[config.mk]
export PLATFORM = sky130hd
export DESIGN_NAME = addsub_pipe_flat
export DESIGN_NICKNAME = d
export VERILOG_FILES = /design/src/rtl/addsub_pipe_if.sv /design/src/rtl/addsub_pipe.sv /design/src/flat_wrapper.sv
export SDC_FILE = /design/constraint.sdc
export NUM_CORES = 1
export LEC_CHECK = 0
export BUFFER_PORTS_ARGS = -buffer_cell sky130_fd_sc_hd__buf_2
export CORE_MARGIN = 1
export CORE_UTILIZATION = 58
export DETAILED_ROUTE_END_ITERATION = 10
export PLACE_DENSITY = 0.86
export SLEW_MARGIN = 30
export SYNTH_ARGS = -nofsm -noshare
export SYNTH_HDL_FRONTEND = slang
export SYNTH_SLANG_ARGS = --single-unit
export TNS_END_PERCENT = 20
[constraint.sdc]
create_clock -name clk -period 4.65 [get_ports clk]
set_input_delay 0.93 -clock clk [delete_from_list [all_inputs] [get_ports clk]]
set_output_delay 0.93 -clock clk [all_outputs]
set_load 0.05 [all_outputs]
[src/rtl/addsub_pipe_if.sv]
// Operand/result handshake bundle for addsub_pipe: operand beat in, result beat out.
interface addsub_pipe_if #(
    parameter int WIDTH = 8
);
    logic             in_valid;
    logic             in_ready;
    logic [WIDTH-1:0] a;
    logic [WIDTH-1:0] b;
    logic [1:0]       op;
    logic             sat_en;
    logic             out_valid;
    logic             out_ready;
    logic [WIDTH-1:0] result;
    logic             carry;
    logic             overflow;
    logic             zero;

    modport master (
        output in_valid, a, b, op, sat_en, out_ready,
        input  in_ready, out_valid, result, carry, overflow, zero
    );

    modport slave (
        input  in_valid, a, b, op, sat_en, out_ready,
        output in_ready, out_valid, result, carry, overflow, zero
    );
endinterface

[src/rtl/addsub_pipe.sv]
// Two-stage handshaked add/sub/accumulate pipeline with optional signed saturation.
// Stage 1 captures operands; stage 2 holds the computed result, flags and accumulator.
module addsub_pipe #(
    parameter int WIDTH = 8
) (
    input  logic          clk,
    input  logic          reset_l,
    addsub_pipe_if.slave  bus
);
    localparam logic [WIDTH-1:0] SAT_MAX = {1'b0, {(WIDTH-1){1'b1}}};
    localparam logic [WIDTH-1:0] SAT_MIN = {1'b1, {(WIDTH-1){1'b0}}};

    logic             s1_valid;
    logic [WIDTH-1:0] s1_a;
    logic [WIDTH-1:0] s1_b;
    logic [1:0]       s1_op;
    logic             s1_sat;

    logic             s2_valid;
    logic [WIDTH-1:0] result_q;
    logic             carry_q;
    logic             overflow_q;
    logic             zero_q;
    logic [WIDTH-1:0] acc;

    logic             s2_free;
    logic             advance;
    logic             accept;

    logic [WIDTH-1:0] x;
    logic [WIDTH-1:0] y;
    logic [WIDTH:0]   full;
    logic [WIDTH-1:0] result_d;
    logic             carry_d;
    logic             overflow_d;

    assign s2_free      = !s2_valid || bus.out_ready;
    assign advance      = s1_valid && s2_free;
    assign bus.in_ready = reset_l && (!s1_valid || s2_free);
    assign accept       = bus.in_valid && bus.in_ready;

    assign bus.out_valid = s2_valid;
    assign bus.result    = result_q;
    assign bus.carry     = carry_q;
    assign bus.overflow  = overflow_q;
    assign bus.zero      = zero_q;

    // Accumulate reads the live accumulator, which is current because it updates on the same transfer edge.
    always_comb begin
        x          = s1_a;
        y          = s1_b;
        full       = '0;
        result_d   = s1_a;
        carry_d    = 1'b0;
        overflow_d = 1'b0;
        if (s1_op != 2'b11) begin
            if (s1_op == 2'b10) begin
                x = acc;
                y = s1_a;
            end
            if (s1_op == 2'b01) begin
                full       = {1'b0, x} - {1'b0, y};
                overflow_d = (x[WIDTH-1] != y[WIDTH-1]) && (full[WIDTH-1] != x[WIDTH-1]);
            end else begin
                full       = {1'b0, x} + {1'b0, y};
                overflow_d = (x[WIDTH-1] == y[WIDTH-1]) && (full[WIDTH-1] != x[WIDTH-1]);
            end
            carry_d = full[WIDTH];
            if (s1_sat && overflow_d) begin
                result_d = x[WIDTH-1] ? SAT_MIN : SAT_MAX;
            end else begin
                result_d = full[WIDTH-1:0];
            end
        end
    end

    always_ff @(posedge clk or negedge reset_l) begin
        if (!reset_l) begin
            s1_valid <= 1'b0;
            s1_a     <= '0;
            s1_b     <= '0;
            s1_op    <= 2'b00;
            s1_sat   <= 1'b0;
        end else if (accept) begin
            s1_valid <= 1'b1;
            s1_a     <= bus.a;
            s1_b     <= bus.b;
            s1_op    <= bus.op;
            s1_sat   <= bus.sat_en;
        end else if (advance) begin
            s1_valid <= 1'b0;
        end
    end

    always_ff @(posedge clk or negedge reset_l) begin
        if (!reset_l) begin
            s2_valid   <= 1'b0;
            result_q   <= '0;
            carry_q    <= 1'b0;
            overflow_q <= 1'b0;
            zero_q     <= 1'b0;
            acc        <= '0;
        end else if (advance) begin
            s2_valid   <= 1'b1;
            result_q   <= result_d;
            carry_q    <= carry_d;
            overflow_q <= overflow_d;
            zero_q     <= (result_d == '0);
            if (s1_op[1]) begin
                acc <= result_d;
            end
        end else if (bus.out_ready) begin
            s2_valid <= 1'b0;
        end
    end
endmodule

[src/flat_wrapper.sv]
// flat-port wrapper written by rule: the top's interface ports become plain ports
module addsub_pipe_flat 
#(
    parameter int WIDTH = 8
)
  (clk, reset_l, bus_in_valid, bus_a, bus_b, bus_op, bus_sat_en, bus_out_ready, bus_in_ready, bus_out_valid, bus_result, bus_carry, bus_overflow, bus_zero);
  addsub_pipe_if #(.WIDTH(WIDTH)) bus_i ();
  input  logic clk;
  input  logic reset_l;
  input wire logic [$bits(bus_i.in_valid)-1:0] bus_in_valid;
  input wire logic [$bits(bus_i.a)-1:0] bus_a;
  input wire logic [$bits(bus_i.b)-1:0] bus_b;
  input wire logic [$bits(bus_i.op)-1:0] bus_op;
  input wire logic [$bits(bus_i.sat_en)-1:0] bus_sat_en;
  input wire logic [$bits(bus_i.out_ready)-1:0] bus_out_ready;
  output wire logic [$bits(bus_i.in_ready)-1:0] bus_in_ready;
  output wire logic [$bits(bus_i.out_valid)-1:0] bus_out_valid;
  output wire logic [$bits(bus_i.result)-1:0] bus_result;
  output wire logic [$bits(bus_i.carry)-1:0] bus_carry;
  output wire logic [$bits(bus_i.overflow)-1:0] bus_overflow;
  output wire logic [$bits(bus_i.zero)-1:0] bus_zero;
  assign bus_i.in_valid = bus_in_valid;
  assign bus_i.a = bus_a;
  assign bus_i.b = bus_b;
  assign bus_i.op = bus_op;
  assign bus_i.sat_en = bus_sat_en;
  assign bus_i.out_ready = bus_out_ready;
  assign bus_in_ready = bus_i.in_ready;
  assign bus_out_valid = bus_i.out_valid;
  assign bus_result = bus_i.result;
  assign bus_carry = bus_i.carry;
  assign bus_overflow = bus_i.overflow;
  assign bus_zero = bus_i.zero;
  addsub_pipe #(.WIDTH(WIDTH)) u_core (.clk(clk), .reset_l(reset_l), .bus(bus_i));
endmodule
==> impl_metrics.py <==
metrics = {
    "outcome": {
        "status": "complete, no violations",
    },
    "clock_network": {
        "htreeDepth": 2,
        "numCtsBuffers": 5,
        "cts_tree": "built",
        "cts_resized": 0,
        "path_clk_slew_ns": 0.08,
        "clock-sinks": 40,
        "cts_setup_buffers": 0,
        "ctsHoldBuffers": 0,
        "root_buffer": "clkbuf_8",
        "clk_path_buf_depth": 2,
        "insertion_delay_ns": 0.30,
    },
    "placed_design": {
        "place_ws_ns": 0.818,
        "io_buffers": 35,
        "postPlaceCellArea_um2": 3050,
        "gp_congestion": 0.926,
        "dp_hpwl_mm": 5.01,
    },
    "detailed_routing": {
        "drc_errors": 0,
        "ant_nets": 0,
        "dr.first_iter.drc_count": 259,
        "drtPass1Iterations": 4,
        "route.vias.total": 2405,
        "viasPerCell": 6.06,
        "wl_mm": 6.73,
        "detail_route.wl_per_cell_um": 16.9,
    },
    "setup_path": {
        "r2r_slack_ns": 0.76,
        "worstPathMaxFanout": 21,
        "end_kind": "flop",
        "cp-start-kind": "flop",
        "crit_path_max_incr_delay_ns": 0.56,
        "cp.required_ns": 4.83,
        "crit_arrival_ns": 4.07,
        "cp_slowest_cell": "dfrtp_1",
        "regToRegEndpoint": "u_core.acc[6]",
        "ff2ff_path_depth": 12,
        "critPathKind": "flop to flop",
        "cp_cell_sequence": "nand2b_4, mux2i_1, inv_1, ha_1, nor3_1, o31ai_2, a221oi_4, or3_4, a211oi_4, nor2_2, a221o_1, mux2_2",
        "r2r-start": "u_core.s1_op[0]",
    },
    "floorplan": {
        "initial_core_util_pct": 60.5,
        "io_pins": 36,
        "die_h_um": 72.2,
        "placementRows": 25,
        "fp.coreArea_um2": 4720,
        "die_x_um": 72.2,
        "design.die.area_um2": 5210,
    },
    "yosys": {
        "ys_async_sr_fraction_pct": 100,
        "synth.yosys.seq_area_share_pct": 35.1,
        "netlist_instances": 300,
        "ys.warnings.count": 0,
        "synth_edf_count": 0,
        "syn_area_um2": 2860,
        "synth_cell_types": 56,
        "syn_area_per_cell_um2": 9.52,
        "ys.flop_type": "dfrtp_1",
        "synth_seq_cells": 40,
        "synthesis.nets": 339,
    },
    "pwr": {
        "leakagePower_uw": 0.00147,
        "seqPwrFrac_pct": 27.9,
        "power_frac_comb_pct": 56.6,
        "powerDensity_nw_per_um2": 634,
        "p_clk_share_pct": 15.5,
        "vdd_drop_max_mv": 0.360,
        "intPower_uw": 1070,
        "power.switching_uw": 943,
        "switching_share_pct": 46.8,
    },
    "run": {
        "max_cap_violations": 0,
    },
    "sta": {
        "worst-slew-pin-transition_ns": 0.839,
        "setup_viol_count_final": 0,
        "period_minus_slack_ns": 3.89,
        "tns_ns": 0,
        "max_freq_mhz": 257,
        "fin_crit_sh_pct": 83.7,
        "relSlewSlack_pct": 43.9,
        "skew_ns": 0.00522,
        "grt_setup_unrepaired": "no",
        "hold_viol": 0,
        "slew_viol_final": 0,
        "layout_setup_ws_ns": 0.758,
    },
    "layout": {
        "drive_gt1_share_pct": 28.8,
        "nNetsFinal": 368,
        "antenna_cells": 0,
        "stdcell_area_um2": 3180,
        "areaGrowthSynthToFinish_pct": 11.4,
    },
    "min_path": {
        "hold_end": "u_core.bus.overflow",
        "worstHoldStart": "u_core.bus.overflow",
        "hold_class": "flop to flop",
        "min_path_cells": 2,
    },
    "global_route": {
        "grt_pass1_wl_mm": 11.0,
        "gr-usage-all-layers_pct": 27.7,
        "antenna_found_initial": 0,
        "grt_pass1_vias": 2281,
        "grt_max_degree": 42,
        "grt-ovfl-total": 0,
    },
}
## power by group through the flow
stage / registers, uW / clock network [uW] / logic (uW)
floorplan: 678 / 0 / 740
global placement: 553 / 0 / 1070
detailed placement: 557 / 0 / 1110
CTS: 554 / 314 / 1130
global route: 569 / 328 / 1240
finish: 562 / 312 / 1140
## worst max-delay path: cells and delay by family, from the launching register on
| family | cells | cell delay (ns) |
|---|---|---|
| adders and majority gates | 1 | 0.32 |
| DFF | 1 | 0.56 |
| and+or+nand+nor | 4 | 0.96 |
| AOI/OAI and AO/OA | 4 | 1.17 |
| buffers and inverters | 1 | 0.14 |
| muxes | 2 | 0.61 |
## how the worst max path moves through the flow
stage	cells past startpoint	to	startpoint	slack, ns
4_1_cts	12	u_core.acc[6]	u_core.s1_op[0]	0.76
5_1_grt	12	u_core.acc[7]	u_core.s1_op[0]	0.52
6_report	12	u_core.acc[6]	u_core.s1_op[0]	0.76
3_5_place_dp	12	u_core.acc[5]	u_core.s1_op[0]	0.82
2_1_floorplan	16	u_core.bus.result[5]	u_core.s1_op[1]	1.23
3_3_place_gp	12	u_core.bus.result[6]	u_core.s1_op[0]	0.97
## cell usage in the layout, fill, tap and decap left out, types with 8 or more instances in the layout
cell      Yosys  final
dfrtp_1      40     40
a21oi_1       8      8
o21ai_0       8      8
inv_1        13     13
nor2_1       24     24
mux2_2       36     36
nand2_1      49     49
a211oi_1      9      9
buf_2         0     35
ha_1         14     14
## flip-flops by register name (all words and copies together) (netlist names)
name,count
u_core.s1_op,2
u_core.bus.zero,1
u_core.s1_b,8
u_core.bus.out_valid,1
u_core.s1_valid,1
u_core.bus.result,8
u_core.s1_a,8
u_core.bus.overflow,1
u_core.acc,8
u_core.bus.carry,1
u_core.s1_sat,1
## Yosys cell counts, types with 2 or more instances
| master | instances | share of area (%) |
|---|---|---|
| and2_1 | 4 | 0.88 |
| fa_1 | 2 | 1.4 |
| nand2b_1 | 3 | 0.66 |
| inv_1 | 13 | 1.7 |
| clkbuf_1 | 11 | 1.4 |
| nor2b_1 | 7 | 1.5 |
| xnor2_1 | 3 | 0.92 |
| a211oi_1 | 9 | 2.4 |
| o21bai_1 | 3 | 0.79 |
| o211ai_1 | 6 | 1.6 |
| nand4_1 | 4 | 0.88 |
| nor2_1 | 24 | 3.2 |
| ha_1 | 14 | 6.1 |
| o21ai_0 | 8 | 1.4 |
| a21oi_1 | 8 | 1.4 |
| mux2_2 | 36 | 14 |
| xor2_1 | 3 | 0.92 |
| mux2i_1 | 4 | 1.4 |
| nor3_1 | 6 | 1.1 |
| dfrtp_1 | 40 | 35 |
| a221o_1 | 2 | 0.70 |
| nand3b_1 | 2 | 0.53 |
| buf_4 | 2 | 0.53 |
| nand2_1 | 49 | 6.4 |
| nand3_1 | 4 | 0.70 |
| o21ai_1 | 2 | 0.35 |
| or3_1 | 2 | 0.44 |
## through the flow
| stage | std cells | power [uW] | hold slack, ns | util, % |
|---|---|---|---|---|
| after global routing | 397 | 2130 | 0.520 | 67.3 |
| after floorplan | 300 | 1420 | 0.471 | - |
| final | 397 | 2020 | 0.493 | 67.3 |
| after global placement | 389 | 1630 | 0.473 | 64.7 |
| after detailed placement | 389 | 1670 | 0.479 | 64.7 |
| after CTS | 397 | 2000 | 0.496 | 67.3 |
## per-layer routing
layer	vias to the layer above	GRT usage, %	share of wire [%]
li1	1115	-	-
met1	1161	37.6	42
met2	116	43.9	47
met3	13	6.11	8.8
met4	0	9.80	2.2
met5	-	0	0
## logic make-up (layout without fill, tap and decap cells)
group | count (synthesis) | after routing | share of synthesized area (%)
xor gates and xnor gates | 6 | 6 | 1.84
DFF | 40 | 40 | 35.1
adders and majority gates | 16 | 16 | 7.54
muxes | 42 | 42 | 16.9
and+or+nand+nor | 116 | 116 | 20.2
buffers and inverters | 27 | 57 | 4.08
AOI/OAI and AO/OA | 53 | 53 | 14.5
## cell type report
type,count,area [um^2]
Clock buffer,7,96.3
Sequential cell,40,1000
Inverter,13,48.8
Tap cell,67,83.8
Multi-Input combinational cell,233,1740
Timing Repair Buffer,36,183
Fill cell,355,1540
Clock inverter,1,30.0
(Power assumes the default switching activity.)
